File: src/rtl/fetch_pc.sv
// Instruction fetch program counter: sequential advance, branch redirect with a
// pending slot for redirects that arrive while memory is busy, halt and memory timeout.
module fetch_pc #(
    parameter int WIDTH    = 16,
    parameter int RESET_PC = 0,
    parameter int INC      = 2,
    parameter int TIMEOUT  = 15
) (
    input  logic             clk,
    input  logic             rst,
    input  logic             stall,
    input  logic             branch_taken,
    input  logic [WIDTH-1:0] branch_target,
    input  logic             halt,
    input  logic             imem_ready,
    output logic             imem_req,
    output logic [WIDTH-1:0] pc,
    output logic [WIDTH-1:0] pc_next_seq,
    output logic             fetch_valid,
    output logic             halted,
    output logic             fetch_err,
    output logic [1:0]       fsm_state
);

    localparam int CW = $clog2(TIMEOUT + 1);
    localparam logic [WIDTH-1:0] INC_W      = WIDTH'(INC);
    localparam logic [WIDTH-1:0] RESET_PC_W = WIDTH'(RESET_PC);
    localparam logic [CW-1:0]    TIMEOUT_W  = CW'(TIMEOUT);

    typedef enum logic [1:0] {
        FETCH  = 2'd0,
        WAIT   = 2'd1,
        HALTED = 2'd2
    } state_t;

    state_t           state;
    logic             pending;
    logic [WIDTH-1:0] pending_target;
    logic [CW-1:0]    wait_cnt;
    logic [WIDTH-1:0] target_even;

    // Handshake: a fetch completes in any cycle where imem_req and imem_ready are
    // both high; imem_req is never withheld waiting on imem_ready.
    assign imem_req    = !stall && (state != HALTED);
    assign fetch_valid = imem_req && imem_ready;
    assign pc_next_seq = pc + INC_W;
    assign halted      = (state == HALTED);
    assign fsm_state   = state;
    assign target_even = {branch_target[WIDTH-1:1], 1'b0};

    always_ff @(posedge clk) begin
        if (!rst) begin
            state          <= FETCH;
            pc             <= RESET_PC_W;
            pending        <= 1'b0;
            pending_target <= '0;
            wait_cnt       <= '0;
            fetch_err      <= 1'b0;
        end else if (state != HALTED && wait_cnt == TIMEOUT_W) begin
            // Memory never answered: give up and stop fetching for good.
            state     <= HALTED;
            fetch_err <= 1'b1;
            wait_cnt  <= '0;
        end else if (state != HALTED) begin
            if (!imem_req || fetch_valid) begin
                wait_cnt <= '0;
            end else begin
                wait_cnt <= wait_cnt + 1'b1;
            end

            if (fetch_valid) begin
                pending <= 1'b0;
                if (halt) begin
                    state <= HALTED;
                end else begin
                    state <= FETCH;
                    if (branch_taken) begin
                        pc <= target_even;
                    end else if (pending) begin
                        pc <= pending_target;
                    end else begin
                        pc <= pc_next_seq;
                    end
                end
            end else begin
                if (branch_taken) begin
                    pending        <= 1'b1;
                    pending_target <= target_even;
                end
                if (state == FETCH && imem_req) begin
                    state <= WAIT;
                end
            end
        end
    end

endmodule

File: config.mk
export PLATFORM = sky130hd
export DESIGN_NAME = fetch_pc
export DESIGN_NICKNAME = d
export VERILOG_FILES = /design/src/rtl/fetch_pc.sv
export SDC_FILE = /design/constraint.sdc
export NUM_CORES = 1
export LEC_CHECK = 0
export ABC_CLOCK_PERIOD_IN_PS = 4500
export CAP_MARGIN = 0
export CORE_ASPECT_RATIO = 0.75
export CORE_MARGIN = 1.5
export CORE_UTILIZATION = 51
export DETAILED_ROUTE_END_ITERATION = 7
export PLACE_DENSITY = 0.89
export SYNTH_ARGS = -nofsm -noshare
export SYNTH_HDL_FRONTEND = slang
export SYNTH_SLANG_ARGS = --single-unit
File: constraint.sdc
create_clock -name clk -period 4.5 [get_ports clk]
set_input_delay 0.675 -clock clk [delete_from_list [all_inputs] [get_ports clk]]
set_output_delay 0.675 -clock clk [all_outputs]
set_load 0.01 [all_outputs]
==> flow_metrics.py <==
metrics = {
    "critical_path": {
        "start_kind": "register",
        "cp.arrival_ns": 2.63,
        "r2r_cells": 7,
        "cp_max_fo": 7,
        "crit_start": "pc[1]",
        "reg2reg_slack_ns": 2.43,
        "crit_path_end_kind": "output pin",
        "worst-endpoint-required_ns": 3.83,
        "worstSetupEndpoint": "pc_next_seq[13]",
        "reg2reg_to": "pc[1]",
        "critPathKind": "register to output pin",
        "r2r_start": "fsm_state[0]",
    },
    "cells_and_area": {
        "drive_gt1_share_pct": 7.32,
        "area_growth_pct": 33.8,
        "diodes": 0,
        "instances_no_fill": 369,
        "final_net_count": 337,
    },
    "place": {
        "io_buffers": 56,
        "dp.cells": 361,
        "hpwl_microns": 3550,
        "gp_congestion": 0.828,
    },
    "sta": {
        "rsz0062_at_grt": "false",
        "worstMarginPinSlew_ns": 0.689,
        "skew_ns": 0.00513,
        "min_period_ns": 3.30,
        "relSlewSlack_pct": 53.8,
        "finalSetupViolations": 0,
        "slew_viol_final": 0,
        "tns_ns": 0,
        "clock.fmax_mhz": 303,
        "period_share_pct": 73.4,
        "hold_viol_final": 0,
    },
    "global_routing": {
        "grt_max_degree": 37,
        "grt-ovfl-total": 0,
        "antenna_found_initial": 0,
        "track_usage_pct": 24.5,
        "grt_first_pass_wirelength_microns": 8750,
        "grt_pass1_vias": 1873,
    },
    "floorplanning": {
        "die_x_microns": 77.7,
        "ios": 60,
        "core_area_sq_um": 4030,
        "die-height_microns": 59.0,
        "initial_core_util_pct": 52.9,
        "row_count": 20,
        "die_area_sq_um": 4580,
    },
    "clock_network": {
        "holdBufCountCts": 0,
        "cts_repair_resize_count": 0,
        "clock_latency_ns": 0.31,
        "cts_setup_buffers": 0,
        "clock-root-buffer": "clkbuf_8",
        "cts.sinks": 38,
        "clkTransAtPathRegs_ns": 0.08,
        "numCtsBuffers": 5,
        "cts_buffer_depth": 2,
        "cts_tree": "yes",
        "ctsHtreeMaxLevel": 2,
    },
    "synthesis": {
        "ys_warn_count": 0,
        "synth.top_cells.by_count": "dfxtp_1 (38), a21oi_1 (27), o21ai_0 (22), mux2i_1 (21), nand2_1 (18)",
        "syn-cell-area_sq_um": 2130,
        "synth-seq-area-share_pct": 35.7,
        "synth-xor-area-share_pct": 5.34,
        "yosys-top-cells-area": "dfxtp_1 (36%), mux2i_1 (9.9%), a21oi_1 (6.3%), o21ai_0 (5.2%), nor2b_1 (4.7%)",
        "netlist_instances": 262,
        "synth_fa_ha_area_share_pct": 1.17,
        "yosys.cell_types.count": 48,
        "synth-async-reset-ratio_pct": 0,
        "synth_most_common_cell": "dfxtp_1",
        "ys_ff_latch": 38,
        "syn_avg_cell_area_sq_um": 8.14,
        "muxShareOfSynthArea_pct": 9.86,
        "synth_flop_cell": "dfxtp_1",
        "synthSimpleGateAreaFrac_pct": 22.9,
        "synth_top_family_by_area": "simple AND/OR/NAND/NOR gates",
        "synth.top_cell.area_share_pct": 35.7,
        "synth-edff-count": 0,
        "synth_compound_area_share_pct": 18.6,
        "yosysTopAreaCell": "dfxtp_1",
    },
    "power_and_ir_drop": {
        "ir_worst_vdd_mv": 0.233,
        "p_per_area_nw_per_um2": 311,
        "p_leak_nw": 1.07,
        "totalPowerFinal_uw": 886,
    },
    "detailed_routing": {
        "final_antenna_net_count": 0,
        "wirelength_microns": 5300,
        "routedWlPerCell_microns": 14.4,
        "routed_via_density": 5.54,
        "vias": 2045,
        "dr_wl_met2_microns": 2490,
        "drt_pre_antenna_iters": 4,
        "top_layer": "met4",
        "drtIter0Drc": 115,
        "wl_met3_microns": 358,
        "drc": 0,
        "m1WireLength_microns": 2350,
    },
    "worst_hold_path": {
        "hp-class": "register to register",
    },
    "outcome": {
        "run_status": "complete, no violations",
    },
    "run": {
        "maxCapViolations": 0,
    },
}
layout make-up:
| class | instances | area [sq um] |
|---|---|---|
| Clock buffer | 6 | 82.6 |
| Clock inverter | 2 | 60.1 |
| Fill cell | 308 | 1180 |
| Inverter | 11 | 41.3 |
| Multi-Input combinational cell | 196 | 1240 |
| Sequential cell | 38 | 761 |
| Tap cell | 55 | 68.8 |
| Timing Repair Buffer | 61 | 598 |
critical path, cell delays in order (launching register included):
cell,delay [ns]
dfxtp_1,0.47
ha_1,0.34
nand3_1,0.14
or2_2,0.34
nor3_1,0.31
xor2_1,0.17
clkdlybuf4s50_1,0.54
report_power, final:
| part | internal (mW) | switching (mW) | leakage (nW) |
|---|---|---|---|
| Combinational | 0.0773 | 0.0707 | 0.686 |
| Sequential | 0.353 | 0.0158 | 0.311 |
| Clock | 0.237 | 0.133 | 0.0714 |
stage by stage:
step	setup WS (ns)	util (%)	hold slack [ns]	cell area, sq um
detailed placement	1.53	67.3	0.469	2710
global placement	1.58	67.3	0.456	2710
finish	1.20	70.8	0.487	2850
floorplan	2.17	-	0.463	2140
global route	1.00	70.8	0.521	2850
CTS	1.19	70.8	0.488	2850
placed cells by master (no fill, tap or decap), types with 3 or more instances in the layout:
cell / n
buf_4: 5
mux2i_1: 21
nor3_1: 6
dfxtp_1: 38
o21a_1: 3
inv_1: 9
nand2_1: 18
nor2_1: 16
clkdlybuf4s50_1: 56
clkbuf_8: 6
nor2b_1: 16
nor4_1: 4
xor2_1: 6
xnor2_1: 7
nand3_1: 13
o21ai_0: 22
a21oi_1: 27
state kept, by name, summed over array words and instances (netlist names):
signal	count
fetch_err	1
fsm_state	2
pc	15
pending	1
pending_target	15
wait_cnt	4
cells by family after synthesis:
kind of cell	Yosys count
AO/OA/AOI/OAI	68
XOR/XNOR	13
other	1
adder cells (fa/ha/maj)	2
buffers and inverters	29
flip-flops	38
multiplexers	21
AND/OR/NAND/NOR	90
metal layers:
| metal | vias to the layer above | track usage [%] |
|---|---|---|
| met4 | 0 | 11.7 |
| li1 | 1012 | - |
| met5 | - | 0 |
| met2 | 70 | 40.6 |
| met1 | 953 | 30.5 |
| met3 | 10 | 6.00 |
worst min path at each step:
stage	slack, ns	cells after the start	end	start
2_1_floorplan	0.46	2	wait_cnt[3]	wait_cnt[3]
3_3_place_gp	0.46	1	fetch_err	fetch_err
3_5_place_dp	0.47	1	fetch_err	fetch_err
4_1_cts	0.49	1	fetch_err	fetch_err
5_1_grt	0.52	1	fetch_err	fetch_err
6_report	0.49	1	fetch_err	fetch_err
Note: power is estimated with default switching activity, not from simulation.
